<file path="config.mk">
export PLATFORM = sky130hd
export DESIGN_NAME = popcount_stream_flat
export DESIGN_NICKNAME = d
export VERILOG_FILES = /design/src/rtl/popcount_stream_if.sv /design/src/rtl/popcount_stream.sv /design/src/flat_wrapper.sv
export SDC_FILE = /design/constraint.sdc
export NUM_CORES = 1
export LEC_CHECK = 0
export ABC_AREA = 0
export CAP_MARGIN = 5
export CORE_MARGIN = 2
export CORE_UTILIZATION = 45
export DETAILED_ROUTE_END_ITERATION = 8
export PLACE_DENSITY = 0.79
export SYNTH_ARGS = -nofsm -noshare
export SYNTH_HDL_FRONTEND = slang
export SYNTH_SLANG_ARGS = --single-unit
</file>
<file path="constraint.sdc">
create_clock -name clk -period 5.8 [get_ports clk]
set_clock_uncertainty 0.1 [all_clocks]
set_input_delay 1.74 -clock clk [delete_from_list [all_inputs] [get_ports clk]]
set_output_delay 1.74 -clock clk [all_outputs]
set_load 0.01 [all_outputs]
</file>
<file path="src/rtl/popcount_stream_if.sv">
// Handshake bundle for popcount_stream: word input channel and result output channel.
interface popcount_stream_if #(
  parameter int unsigned WIDTH = 16,
  parameter int unsigned ACC_W = 16
);
  localparam int unsigned CNT_W = $clog2(WIDTH + 1);

  logic             in_valid;
  logic             in_ready;
  logic [WIDTH-1:0] in_data;
  logic             in_last;
  logic             out_valid;
  logic             out_ready;
  logic [CNT_W-1:0] out_count;
  logic [ACC_W-1:0] out_total;
  logic             out_last;
  logic             out_sat;

  // Word source / result consumer side
  modport master (
    output in_valid, in_data, in_last, out_ready,
    input  in_ready, out_valid, out_count, out_total, out_last, out_sat
  );

  // Counter block side
  modport slave (
    input  in_valid, in_data, in_last, out_ready,
    output in_ready, out_valid, out_count, out_total, out_last, out_sat
  );
endinterface

</file>
<file path="src/rtl/popcount_stream.sv">
// Streaming popcount: nibble half-adder cells into S1, adder tree plus saturating
// per-frame accumulator into S2 (the output register). Whole pipe stalls on backpressure.
module popcount_stream #(
  parameter int unsigned WIDTH = 16,
  parameter int unsigned ACC_W = 16
) (
  input logic              clk,
  input logic              rst,
  popcount_stream_if.slave bus
);
  localparam int unsigned CNT_W = $clog2(WIDTH + 1);
  localparam int unsigned NIB   = WIDTH / 4;
  // Wide enough that a full-word count never truncates before the clamp compare
  localparam int unsigned SUM_W = ((ACC_W > CNT_W) ? ACC_W : CNT_W) + 1;
  localparam logic [SUM_W-1:0] ACC_MAX = SUM_W'({ACC_W{1'b1}});

  // Two half adders per bit pair, then combine; weight-2 carries never all three set
  function automatic logic [2:0] nib_count(input logic [3:0] n);
    logic s0, c0, s1, c1, c2;
    s0 = n[0] ^ n[1];
    c0 = n[0] & n[1];
    s1 = n[2] ^ n[3];
    c1 = n[2] & n[3];
    c2 = s0 & s1;
    return {c0 & c1, c0 ^ c1 ^ c2, s0 ^ s1};
  endfunction

  logic                en;
  logic [NIB-1:0][2:0] s1_cnt_q, s1_cnt_d;
  logic                s1_last_q, s1_last_d;
  logic                s1_valid_q, s1_valid_d;
  logic                out_valid_q, out_valid_d;
  logic [CNT_W-1:0]    out_count_q, out_count_d;
  logic [ACC_W-1:0]    out_total_q, out_total_d;
  logic                out_last_q, out_last_d;
  logic                out_sat_q, out_sat_d;
  logic [ACC_W-1:0]    acc_q, acc_d;
  logic                acc_sat_q, acc_sat_d;
  logic [CNT_W-1:0]    word_cnt;
  logic [SUM_W-1:0]    sum_ext;
  logic                over;

  assign en           = !out_valid_q || bus.out_ready;
  assign bus.in_ready = en && !rst;

  assign bus.out_valid = out_valid_q;
  assign bus.out_count = out_count_q;
  assign bus.out_total = out_total_q;
  assign bus.out_last  = out_last_q;
  assign bus.out_sat   = out_sat_q;

  // Adder tree over S1 nibble counts and saturating add into the frame total
  always_comb begin : tree_sum
    word_cnt = '0;
    for (int i = 0; i < int'(NIB); i++) begin
      word_cnt = word_cnt + CNT_W'(s1_cnt_q[i]);
    end
    sum_ext = SUM_W'(acc_q) + SUM_W'(word_cnt);
    over    = sum_ext > ACC_MAX;
  end

  always_comb begin : next_state
    s1_cnt_d    = s1_cnt_q;
    s1_last_d   = s1_last_q;
    s1_valid_d  = s1_valid_q;
    out_valid_d = out_valid_q;
    out_count_d = out_count_q;
    out_total_d = out_total_q;
    out_last_d  = out_last_q;
    out_sat_d   = out_sat_q;
    acc_d       = acc_q;
    acc_sat_d   = acc_sat_q;
    if (en) begin
      s1_valid_d = bus.in_valid;
      s1_last_d  = bus.in_last;
      for (int i = 0; i < int'(NIB); i++) begin
        s1_cnt_d[i] = nib_count(bus.in_data[4*i +: 4]);
      end
      out_valid_d = s1_valid_q;
      if (s1_valid_q) begin
        out_count_d = word_cnt;
        out_total_d = over ? '1 : sum_ext[ACC_W-1:0];
        out_sat_d   = acc_sat_q | over;
        out_last_d  = s1_last_q;
        // A frame's last word reports its total, then the next word starts from zero
        acc_d       = s1_last_q ? '0 : out_total_d;
        acc_sat_d   = s1_last_q ? 1'b0 : out_sat_d;
      end
    end
  end

  always_ff @(posedge clk) begin
    if (rst) begin
      s1_cnt_q    <= '0;
      s1_last_q   <= 1'b0;
      s1_valid_q  <= 1'b0;
      out_valid_q <= 1'b0;
      out_count_q <= '0;
      out_total_q <= '0;
      out_last_q  <= 1'b0;
      out_sat_q   <= 1'b0;
      acc_q       <= '0;
      acc_sat_q   <= 1'b0;
    end else begin
      s1_cnt_q    <= s1_cnt_d;
      s1_last_q   <= s1_last_d;
      s1_valid_q  <= s1_valid_d;
      out_valid_q <= out_valid_d;
      out_count_q <= out_count_d;
      out_total_q <= out_total_d;
      out_last_q  <= out_last_d;
      out_sat_q   <= out_sat_d;
      acc_q       <= acc_d;
      acc_sat_q   <= acc_sat_d;
    end
  end
endmodule

</file>
<file path="src/flat_wrapper.sv">
// flat-port wrapper written by rule: the top's interface ports become plain ports
module popcount_stream_flat 
#(
  parameter int unsigned WIDTH = 16,
  parameter int unsigned ACC_W = 16
)
  (clk, rst, bus_in_valid, bus_in_data, bus_in_last, bus_out_ready, bus_in_ready, bus_out_valid, bus_out_count, bus_out_total, bus_out_last, bus_out_sat);
  popcount_stream_if #(.WIDTH(WIDTH), .ACC_W(ACC_W)) bus_i ();
  input logic clk;
  input logic rst;
  input wire logic [$bits(bus_i.in_valid)-1:0] bus_in_valid;
  input wire logic [$bits(bus_i.in_data)-1:0] bus_in_data;
  input wire logic [$bits(bus_i.in_last)-1:0] bus_in_last;
  input wire logic [$bits(bus_i.out_ready)-1:0] bus_out_ready;
  output wire logic [$bits(bus_i.in_ready)-1:0] bus_in_ready;
  output wire logic [$bits(bus_i.out_valid)-1:0] bus_out_valid;
  output wire logic [$bits(bus_i.out_count)-1:0] bus_out_count;
  output wire logic [$bits(bus_i.out_total)-1:0] bus_out_total;
  output wire logic [$bits(bus_i.out_last)-1:0] bus_out_last;
  output wire logic [$bits(bus_i.out_sat)-1:0] bus_out_sat;
  assign bus_i.in_valid = bus_in_valid;
  assign bus_i.in_data = bus_in_data;
  assign bus_i.in_last = bus_in_last;
  assign bus_i.out_ready = bus_out_ready;
  assign bus_in_ready = bus_i.in_ready;
  assign bus_out_valid = bus_i.out_valid;
  assign bus_out_count = bus_i.out_count;
  assign bus_out_total = bus_i.out_total;
  assign bus_out_last = bus_i.out_last;
  assign bus_out_sat = bus_i.out_sat;
  popcount_stream #(.WIDTH(WIDTH), .ACC_W(ACC_W)) u_core (.clk(clk), .rst(rst), .bus(bus_i));
endmodule
</file>
==> summary.md <==
| Metric | Value |
|---|---|
| Outcome | complete, no violations |
| FF+latch count, synth | 55 |
| CP Class | in -> out |
| Synth top area cells | dfxtp_1 37%, ha_1 11%, a21oi_1 5.7%, a211oi_1 5.5%, nand2_1 4.9% |
| Commonest cells post-synth | 55 x dfxtp_1, 39 x nand2_1, 35 x nor2_1, 34 x a21oi_1, 27 x ha_1 |
| # port buffers | 45 |
| Antenna-violating nets left | 0 |
| Hold Path Class | reg -> reg |
| Fillers | 562 |
| Vias in the first global route | 2267 |
| Lkg Pwr | 1.41 nW |
| GPL Wtd Cong | 0.855 |
| Arrival time of the worst setup path | 3070 ps |
| Global-route wire length before repair | 10000 um |
| Layout cell share with drive strength beyond 1 | 5.26% |
| Synth Area in Compound Gates | 20.1% |
| Largest area contributor in the netlist | dfxtp_1 |
| Sink Count | 55 |
| Sw Pwr | 251 uW |
| Setup bufs post-CTS | 0 |
| Slew headroom | 47.6% |
| Worst hold path depth | 2 |
| Int Power | 679 uW |
| Drt first pass iters | 4 |
| Routed length per placed instance | 13.0 um |
| Post-layout min period | 4910 ps |
| Die area | 7350 um^2 |
| Peak VDD IR | 0.000142 V |
| Switching Share | 26.9% |
| PwrDens | 258 nW/um^2 |
| P&R area growth vs syn | 20.2% |
| Max frequency | 204 MHz |
| Area of the core | 6390 um^2 |
| CP endpoint kind | output pin |
| Synth Area in Adders | 15.2% |
| Global Route Usage Sum | 16.6% |
| Cells on worst reg2reg path | 11 |
| Root Buffer | clkbuf_8 |
| RSZ-0062 raised after global routing | false |
| Die H | 85.7 um |
| Nets | 433 |
| Post_cts resized | 0 |
| Ant. Diodes | 0 |
| Post-synthesis async set-or-reset flop share | 0% |
| Most frequent cell after synthesis | dfxtp_1 |
| Maxcap violations | 0 |
| Final Hold Vio Count | 0 |
| Final worst-path cycle share | 84.6% |
| Main combinational cell family by area after synthesis | compound AO/OA/AOI/OAI gates |
| Slew Limit Fails | 0 |
| Yosys warns | 0 |
| Post-DP Area | 3480 um^2 |
| Wirelength, routed | 5940 um |
| Syn_nets | 398 |
| TritonCTS clock tree | yes |
| Logic pwr share | 23.7% |
| Worst path required time | 3960 ps |
| Clock transition at the registers of the reported paths | 90 ps |
| DRC | 0 |
| Cts hold-fix bufs | 0 |
| CP startpoint | bus_out_ready |
| Sequential area share after synthesis | 36.7% |
| I/O Pins | 46 |
| H-tree depth | 2 |
| Clk pwr share | 31.5% |
| Post-DP HPWL | 4450 um |
| GR Overflow Total | 0 |
| Min-delay src | u_core.bus.out_count[2] |
| Fin Setup TNS | 0 ps |
| Cts bufs inserted | 5 |
| Yosys top cell area share | 36.7% |
| Drt first-iter violations | 201 |
| Area share of and/or/nand/nor cells after synthesis | 17.7% |
| Yosys cell types | 52 |
| Antenna violations before repair | 0 |
| Worst-Skew Late Latency | 300 ps |
| Reg-to-reg startpoint | u_core.s1_cnt_q[0] |
| Setup violators final | 0 |
| Crit-path max FO | 12 |
| Synth Area in XOR/XNOR | 4.66% |
| Via count | 2469 |
| Via/cell ratio | 5.40 |
| Slew @ Worst Pin | 786 ps |
| Post-synth EDFFs | 0 |
| Initial Utilization | 47.0% |
| Flop pwr share | 44.9% |
| CTS Buffer Depth | 2 |
| Synthesized instance count | 344 |
| Largest net degree at the start of global routing | 50 |
| Mux contribution to synthesized area | 0.333% |
| Syn Area/Cell | 8.73 um^2 |
| Row count | 29 |
| Mapped cell area | 3000 um^2 |
| Post-route cell area | 3610 um^2 |
| Setup ws final | 892 ps |
| Die width | 85.7 um |
| Ys flop type | dfxtp_1 |
| Place WS | 903 ps |
| Startpoint Class | input port |
layer usage:
| layer | global-route usage, % | wire length [um] | part of all wire, % |
|---|---|---|---|
| met1 | 21.9 | 2780 | 47 |
| met2 | 27.6 | 2730 | 46 |
| met3 | 4.33 | 383 | 6.4 |
| met4 | 3.17 | 48 | 0.81 |
| met5 | 0 | 0 | 0 |
cells in the final DEF (no fill, tap or decap), drive strengths merged, types with 3 or more instances in the layout:
master	n
clkdlybuf4s50	45
nand4	3
clkbuf	6
inv	15
xnor2	13
nand2b	4
nand2	39
o21ai	10
a211oi	23
nand3	5
nand3b	5
dfxtp	55
a21oi	36
or3	3
ha	27
a21o	5
o211ai	3
xor2	3
nor3	9
fa	6
nor2	35
buf	4
critical path, cell delays in order:
cell and delay [ps]:
clkdlybuf4s50_1 460, nor2b_1 40, buf_4 160, nor2_1 100
clkdlybuf4s50_1 560
area by class of cell:
cell class	count	area [um^2]	area share [%]
Clock buffer	6	72.6	2.01
Tap cell	77	96.3	2.67
Clock inverter	2	60.1	1.66
Inverter	15	56.3	1.56
Sequential cell	55	1100	30.5
Timing Repair Buffer	49	480	13.3
Multi-Input combinational cell	253	1740	48.3
per-stage QoR:
step	hold WS, ps	utilization, %	power (mW)	std cells
floorplan	332	-	0.569	344
global placement	340	54.5	0.635	449
detailed placement	348	54.5	0.646	449
CTS	360	56.5	0.936	457
global route	381	56.5	0.978	457
finish	360	56.5	0.930	457
registers in the layout, indices dropped and copies added, names as in the netlist:
name                  cells
u_core.acc_sat_q          1
u_core.bus.out_sat        1
u_core.s1_valid_q         1
u_core.bus.out_valid      1
u_core.bus.out_total     16
u_core.s1_last_q          1
u_core.acc_q             16
u_core.bus.out_last       1
u_core.bus.out_count      5
u_core.s1_cnt_q          12
final timing paths:
check	slack, ps	to
hold / removal	360	u_core.bus.out_count[2]
setup reg to reg	1490	u_core.acc_q[6]
setup / recovery	890	bus_in_ready
hold reg to reg	360	u_core.bus.out_count[2]
logic make-up after synthesis:
group | Yosys count
flip-flops | 55
AO/OA/AOI/OAI | 90
multiplexers | 1
XOR/XNOR | 16
adder cells (fa/ha/maj) | 33
buffers and inverters | 36
AND/OR/NAND/NOR | 113
power groups by stage:
stage | Sequential, mW | Combinational (mW) | Clock, mW
6_report | 0.417 | 0.220 | 0.293
2_1_floorplan | 0.429 | 0.139 | 0
5_1_grt | 0.422 | 0.246 | 0.311
3_3_place_gp | 0.425 | 0.209 | 0
4_1_cts | 0.418 | 0.220 | 0.298
3_5_place_dp | 0.427 | 0.219 | 0
Power figures use the tool's default switching activity.
